$ cat src/rtl/pe_controller.sv
// pe_controller: USB TX packet encoder sequencing SYNC, PID, payload, CRC16 and EOP.
// Define PE_CRC16_EN to append the two CRC16 bytes to DATA packets.
module pe_controller #(
    parameter int PAYLOAD_BYTES = 4
) (
    input  logic       clk,
    input  logic       n_rst,
    input  logic       transmit_ack,
    input  logic       transmit_nack,
    input  logic       host_ready,
    input  logic       toggle_clr,
    input  logic [7:0] data_byte,
    input  logic       tx_ready,
    input  logic       eop_done,
    output logic [5:0] data_sel,
    output logic [7:0] tx_data,
    output logic       tx_valid,
    output logic       eop_req,
    output logic       tx_busy,
    output logic       tx_done
);
    localparam logic [3:0] IDLE = 4'd0, SYNC = 4'd1, PID = 4'd2, PAYLOAD = 4'd3, CRC_LO = 4'd4;
    localparam logic [3:0] CRC_HI = 4'd5, EOP = 4'd6, EOP_WAIT = 4'd7, DONE = 4'd8;
    localparam logic [1:0] K_ACK = 2'd0, K_NAK = 2'd1, K_DATA = 2'd2;
`ifdef PE_CRC16_EN
    localparam logic [3:0] AFTER_PAYLOAD = CRC_LO;
`else
    localparam logic [3:0] AFTER_PAYLOAD = EOP;
`endif
    logic [3:0] state, next;
    logic [1:0] kind;
    logic       p_ack, p_nack, p_data, toggle;
    logic [5:0] cnt;
    logic [7:0] pid;
    assign pid      = kind == K_ACK ? 8'hD2 : kind == K_NAK ? 8'h5A : toggle ? 8'h4B : 8'hC3;
    assign data_sel = cnt;
    assign tx_valid = state inside {SYNC, PID, PAYLOAD, CRC_LO, CRC_HI};
    assign eop_req  = state == EOP;
    assign tx_busy  = state != IDLE;
    assign tx_done  = state == DONE;
`ifdef PE_CRC16_EN
    logic [15:0] crc;
    function automatic logic [15:0] crc_step(input logic [15:0] c, input logic [7:0] b);
        logic [15:0] r;
        r = c;
        for (int i = 0; i < 8; i++) r = (r[0] ^ b[i]) ? ((r >> 1) ^ 16'hA001) : (r >> 1);
        return r;
    endfunction
    always_ff @(posedge clk or negedge n_rst)
        if (!n_rst) crc <= 16'hFFFF;
        else if (state == SYNC) crc <= 16'hFFFF;
        else if (state == PAYLOAD && tx_ready) crc <= crc_step(crc, data_byte);
`endif
    always_comb begin
        tx_data = 8'h00;
        case (state)
            SYNC:    tx_data = 8'h80;
            PID:     tx_data = pid;
            PAYLOAD: tx_data = data_byte;
`ifdef PE_CRC16_EN
            CRC_LO:  tx_data = ~crc[7:0];
            CRC_HI:  tx_data = ~crc[15:8];
`endif
            default: tx_data = 8'h00;
        endcase
    end
    always_comb begin
        next = state;
        case (state)
            IDLE:     next = (p_nack || p_ack || p_data) ? SYNC : IDLE;
            SYNC:     next = tx_ready ? PID : SYNC;
            PID:      next = tx_ready ? (kind == K_DATA ? PAYLOAD : EOP) : PID;
            PAYLOAD:  next = (tx_ready && cnt == 6'(PAYLOAD_BYTES - 1)) ? AFTER_PAYLOAD : PAYLOAD;
            CRC_LO:   next = tx_ready ? CRC_HI : CRC_LO;
            CRC_HI:   next = tx_ready ? EOP : CRC_HI;
            EOP:      next = EOP_WAIT;
            EOP_WAIT: next = eop_done ? DONE : EOP_WAIT;
            default:  next = IDLE;
        endcase
    end
    // A flag is consumed only when IDLE picks its packet; new pulses always re-set it
    always_ff @(posedge clk or negedge n_rst)
        if (!n_rst) begin
            state  <= IDLE;
            kind   <= K_ACK;
            p_ack  <= 1'b0;
            p_nack <= 1'b0;
            p_data <= 1'b0;
            toggle <= 1'b0;
            cnt    <= 6'd0;
        end else begin
            state  <= next;
            p_nack <= transmit_nack | (p_nack & (state != IDLE));
            p_ack  <= transmit_ack | (p_ack & !(state == IDLE && !p_nack));
            p_data <= host_ready | (p_data & !(state == IDLE && !p_nack && !p_ack));
            if (state == IDLE) kind <= p_nack ? K_NAK : p_ack ? K_ACK : K_DATA;
            if (state == SYNC) cnt <= 6'd0;
            else if (state == PAYLOAD && tx_ready) cnt <= cnt + 6'd1;
            if (toggle_clr) toggle <= 1'b0;
            else if (state == DONE && kind == K_DATA) toggle <= ~toggle;
        end
endmodule
$ cat config.mk
export PLATFORM = sky130hd
export DESIGN_NAME = pe_controller
export DESIGN_NICKNAME = d
export VERILOG_FILES = /design/src/rtl/pe_controller.sv
export SDC_FILE = /design/constraint.sdc
export NUM_CORES = 1
export LEC_CHECK = 0
export ABC_AREA = 1
export BUFFER_PORTS_ARGS = -buffer_cell sky130_fd_sc_hd__clkbuf_2
export CORE_MARGIN = 3
export CORE_UTILIZATION = 40
export CTS_BUF_LIST = sky130_fd_sc_hd__clkbuf_4
export DETAILED_ROUTE_END_ITERATION = 12
export GPL_ROUTABILITY_DRIVEN = 0
export GPL_TIMING_DRIVEN = 1
export PLACE_DENSITY = 0.73
export SYNTH_ARGS = -nofsm -noshare
export SYNTH_HDL_FRONTEND = slang
export SYNTH_SLANG_ARGS = --single-unit
$ cat constraint.sdc
create_clock -name clk -period 1.15 [get_ports clk]
set_input_delay 0.1725 -clock clk [delete_from_list [all_inputs] [get_ports clk]]
set_output_delay 0.1725 -clock clk [all_outputs]
set_load 0.005 [all_outputs]
==> results_dict.tcl, run 1 <==
set metrics [dict create \
    relSlewSlack_pct 74.0 \
    critPathSlowestCell "dfrtp_2" \
    netlist_instances 146 \
    fin_util_pct 64.3 \
    worst-slew-pin-transition_ns 0.389 \
    ir_drop_mv 1.48 \
    grt_max_degree 17 \
    die_h_um 58.0 \
    startpoint_type "flip-flop" \
    p_per_area_nw_per_um2 2280 \
    grt_util_all_layers_pct 17.1 \
    path_class "flip-flop to output port" \
    dp_hpwl_mm 2.15 \
    place_worst_setup_slack_ns -0.123 \
    status "complete, but fails checks" \
    yosysSeqAreaShare_pct 37.1 \
    diodes 0 \
    finalMaxSlewViolations 0 \
    drive_gt1_share_pct 49.8 \
    p_total_mw 3.71 \
    fmax_ghz 0.643 \
    area_growth_pct 50.3 \
    dieArea_um2 3360 \
    port_buffers 33 \
    wire_per_inst_um 11.5 \
    die_w_um 58.0 \
    totalWireLength_mm 2.80 \
    final_nets 231 \
    max_stage_delay_ns 0.45 \
    cts-buffers-inserted 3 \
    rsz0062_at_grt "yes" \
    ios 34 \
    avgSynthCellArea_um2 7.40 \
    route.vias.total 1199 \
    grt_overflow 0 \
    fin_crit_ns 1.56 \
    insertion_delay_ns 0.29 \
    synth_warnings 0 \
    root_buffer "clkbuf_4" \
    tritoncts "yes" \
    htree_levels 1 \
    grt_pass1_vias 1047 \
    yosysUniqueCellTypes 28 \
    avgViaCountPerCell 4.93 \
    multi_input_area_um2 629 \
    coreArea_um2 2520 \
    dr.pass1.iters 4 \
    drc 0 \
    final.setup_skew_ns 0.00552 \
    leakage_nw 0.881 \
    cts.sinks 16 \
    fin_crit_sh_pct 135 \
    fp-row-count 18 \
    cp.arrival_ns 1.38 \
    crit_chain "nor2_8, nand2_4, nor2_4, inv_2, o21ai_1, buf_2" \
    ys_ff_latch 16 \
    critPathCaptureType "output port" \
    maxCapViolCount 0 \
    clockBufferDepth 2 \
    ant_nets 0 \
    crit_fanout 3 \
    cts.clk_slew.worst_paths_ns 0.10 \
    drtIter0Drc 40 \
    start_util_pct 42.8 \
    fill_cells 212 \
    hold_path.class "input port to flip-flop" \
    antenna_found_initial 0 \
    grt_pass1_wl_mm 4.48 \
    crit_required_ns 0.98 \
    finalHoldViolations 0 \
    synth_area_um2 1080 \
    synth_nets 163 \
    final-seq-area_um2 407 \
    setup_violations 27 \
    failed_checks "setup timing" \
    timing.final.ws_setup_ns -0.406 \
]
[synthesized netlist by cell type (all sizes together)]
| cell type | n | area [um2] |
|---|---|---|
| a21o | 1 | 7.51 |
| a21oi | 2 | 13.8 |
| buf | 2 | 12.5 |
| clkinv | 1 | 3.75 |
| dfrtp | 16 | 400 |
| ha | 1 | 12.5 |
| inv | 22 | 82.6 |
| nand2 | 43 | 196 |
| nand3 | 9 | 45.0 |
| nand3b | 3 | 22.5 |
| nand4 | 6 | 37.5 |
| nor2 | 25 | 143 |
| nor4 | 1 | 6.26 |
| o211ai | 1 | 7.51 |
| o21ai | 9 | 56.3 |
| o21bai | 2 | 15.0 |
| o2bb2ai | 1 | 8.76 |
| xor2 | 1 | 8.76 |
[report_power, final]
part	internal (mW)	switching, mW
Sequential	0.723	0.197
Clock	0.126	0.181
Combinational	1.22	1.26
[critical path, delay by kind of cell, from the launching register on]
kind / cells / cell delay [ns]
buffers and inverters: 2 / 0.18
AOI/OAI and AO/OA: 1 / 0.11
and+or+nand+nor: 3 / 0.36
DFF: 1 / 0.45
[state kept, by name (all words and copies together), names as in the netlist]
register  count
p_nack        1
toggle        1
p_data        1
data_sel      6
kind          2
p_ack         1
state         4
[layout by cell type (no fill, tap or decap), drive strengths merged]
cell         count
nor4             1
inv             23
o2bb2ai          1
ha               1
dfrtp           16
nor2            25
o21bai           2
o211ai           1
clkinv           1
o21ai            9
clkbuf          28
nand3            9
nand3b           3
nand4            6
a21o             1
xor2             1
buf             39
dlygate4sd3      1
a21oi            2
nand2           43
[cell type report]
type                    count  share of cell area [%]
multi-input cells         105                    38.8
repair buffers             65                    26.8
flip-flops and latches     16                    25.1
inverters                  23                    5.47
well taps                  30                    2.31
clock buffers               3                    1.39
clock inverters             1                   0.231
[what timing repair did]
action / in CTS / in global routing
hold endpoints to repair: 16 / 0
hold buffers: 1 / 0
gates resized for setup: 11 / 21
setup endpoints to repair: 26 / 30
pin swaps: 7 / 11
setup buffers: 5 / 8
cloned: 0 / 0
[cell families (layout without fill, tap and decap cells)]
logic type | after synthesis | count (layout) | synth area share [%]
and+or+nand+nor | 87 | 87 | 41.7
DFF | 16 | 16 | 37.1
adders and majority gates | 1 | 1 | 1.16
AOI/OAI and AO/OA | 16 | 16 | 10.1
buffers and inverters | 25 | 92 | 9.15
xor gates and xnor gates | 1 | 1 | 0.811
[path summary, 6_finish.rpt]
path / from / end / slack, ns / cells past startpoint
setup / recovery: state[3]$_DFF_PN0_ / tx_data[4] / -0.41 / 6
hold / removal: host_ready / p_data$_DFF_PN0_ / 0.06 / 2
setup reg to reg: state[3]$_DFF_PN0_ / data_sel[0]$_DFFE_PN0P_ / -0.28 / 9
hold reg to reg: p_data$_DFF_PN0_ / p_data$_DFF_PN0_ / 0.49 / 1
max in group asynchronous: n_rst / state[0]$_DFF_PN0_ / 0.52 / 2
min in group asynchronous: n_rst / data_sel[2]$_DFFE_PN0P_ / 0.32 / 2
[through the flow]
stage	cell area [um2]	cells	TNS [ns]	hold WS, ns
2_1_floorplan	1090	146	-0.198	-0.123
3_5_place_dp	1420	225	-1.51	0.115
6_report	1620	243	-6.76	0.0578
5_1_grt	1620	243	-8.28	0.0664
4_1_cts	1530	235	-5.48	0.0609
3_3_place_gp	1420	225	-1.05	0.116
[routing by layer]
metal  wire [um]  GRT usage [%]  vias to the layer above
met2        1420           29.7                       36
li1            -              -                      595
met5           0              0                        -
met1        1170           22.4                      561
met3         167           2.00                        7
met4          37           4.97                        0
No activity file was read; power rests on OpenSTA's default activity.
==> run 2: changes to the inputs <==
- CORE_MARGIN: 3 -> 1.5
==> results_dict.tcl, run 2 (synthesis gave the netlist of run 1 again) <==
set metrics [dict create \
    finalHoldViolations 0 \
    route.vias.total 1192 \
    fp-row-count 18 \
    insertion_delay_ns 0.29 \
    drc 0 \
    r2r_setup_slack_ns -0.20 \
    port_buffers 33 \
    finalSetupTns_ns -6.49 \
    ios 34 \
    worst-slew-pin-transition_ns 0.408 \
    die_w_um 55.0 \
    dieArea_um2 3020 \
    clockBufferDepth 2 \
    startpoint_type "flip-flop" \
    finalMaxSlewViolations 0 \
    area_growth_pct 51.7 \
    hold_path.class "input port to flip-flop" \
    worstHoldStart "host_ready" \
    fill_cells 232 \
    ant_nets 0 \
    grt_use_met1_pct 26.2 \
    setup_violations 28 \
    cts.clk_slew.worst_paths_ns 0.10 \
    clockPowerShare_pct 8.3 \
    wire_per_inst_um 12.1 \
    largest_register_ff_count 6 \
    grt_use_met3_pct 3.23 \
    start_util_pct 42.8 \
    drtIter0Drc 22 \
    crit_chain "nor2_8, nand2_4, buf_4, buf_6, nor2_4, buf_2" \
    met2_usage_pct 36.1 \
    coreArea_um2 2520 \
    ir_drop_mv 1.62 \
    status "complete, but fails checks" \
    cts.sinks 16 \
    leakage_nw 0.874 \
    final_nets 228 \
    drive_gt1_share_pct 49.0 \
    crit_path_start "state[3]$_DFF_PN0_" \
    gr-max-usage-layer "met2" \
    die_h_um 55.0 \
    totalWireLength_mm 2.90 \
    p_sw_share_pct 45.2 \
    tritoncts "yes" \
    final.setup_skew_ns 0.00219 \
    p_seq_share_pct 25.2 \
    rsz0062_at_grt "yes" \
    critPathCaptureType "output port" \
    diodes 0 \
    path_class "flip-flop to output port" \
    internal-power_mw 2.06 \
    fin_crit_sh_pct 140 \
    p_per_area_nw_per_um2 2300 \
    cp.arrival_ns 1.44 \
    grt_util_all_layers_pct 20.8 \
    p_switching_mw 1.70 \
    fin_crit_ns 1.61 \
    failed_checks "setup timing" \
    cts-buffers-inserted 3 \
    maxCapViolCount 0 \
    grt_max_degree 17 \
    relSlewSlack_pct 72.8 \
    regToRegStartpoint "state[3]$_DFF_PN0_" \
    antenna_found_initial 0 \
    mostFrequentLayoutCell "nand2_1" \
    grt_pass1_wl_mm 4.48 \
    grt_pass1_vias 1077 \
    timing.final.ws_setup_ns -0.464 \
    dr.pass1.iters 4 \
    critPathSlowestCell "dfrtp_2" \
    dp_hpwl_mm 2.07 \
    crit_required_ns 0.98 \
    fin_util_pct 64.9 \
    power_frac_comb_pct 66.5 \
    grt_overflow 0 \
    htree_levels 1 \
    crit_fanout 4 \
    avgViaCountPerCell 4.97 \
    fmax_ghz 0.619 \
    mostFrequentLayoutCells "36 x nand2_1, 24 x clkbuf_2, 19 x buf_4" \
    root_buffer "clkbuf_4" \
    max_stage_delay_ns 0.45 \
]
==> run 2: area by class of cell <==
cell class	instances	area [um2]	area share [%]
clock inverters	1	3.75	0.229
multi-input cells	105	649	39.6
well taps	30	37.5	2.29
inverters	23	86.3	5.27
repair buffers	62	432	26.4
flip-flops and latches	16	407	24.8
clock buffers	3	22.5	1.38
==> run 2: per-layer routing <==
metal / wire length (um) / vias up
met4: 29 / 0
met2: 1490 / 38
met3: 140 / 4
met1: 1240 / 554
li1: - / 596
met5: 0 / -
==> run 2: timing repair <==
action                     4_1_cts  5_1_grt
setup buffers                    6        5
resized for setup               14       27
hold endpoints to repair        16        0
gates cloned                     0        0
setup endpoints to repair       28       30
hold buffers                     1        0
pin swaps                       15        8
==> run 2: path summary, 6_finish.rpt <==
kind | end | cells after the start
max in group asynchronous | state[0]$_DFF_PN0_ | 2
worst min-delay path | p_data$_DFF_PN0_ | 2
worst max-delay path | tx_data[1] | 6
min in group asynchronous | data_sel[5]$_DFFE_PN0P_ | 2
worst min register to register | p_data$_DFF_PN0_ | 1
worst max register to register | state[1]$_DFF_PN0_ | 7
==> run 2: power groups by stage <==
stage	registers [mW]	clock network (mW)	logic [mW]
global placement	0.902	0	1.96
global route	0.966	0.357	2.74
detailed placement	0.923	0	2.00
finish	0.948	0.314	2.50
floorplan	0.902	0	1.16
CTS	0.929	0.321	2.26
==> run 2: through the flow <==
step	hold slack, ns	std cells	setup WS, ns	instance area [um2]	power, mW
floorplan	-0.123	146	-0.0347	1090	2.06
global placement	0.117	226	-0.0970	1420	2.87
detailed placement	0.119	226	-0.140	1420	2.92
CTS	0.0610	237	-0.438	1550	3.51
global route	0.0501	240	-0.537	1640	4.06
finish	0.0601	240	-0.464	1640	3.77
==> run 2: worst max-delay path, delay by kind of cell (launching register included) <==
| kind | cells | cell delay, ns |
|---|---|---|
| buf+inv | 3 | 0.38 |
| simple gates | 3 | 0.32 |
| flops | 1 | 0.45 |
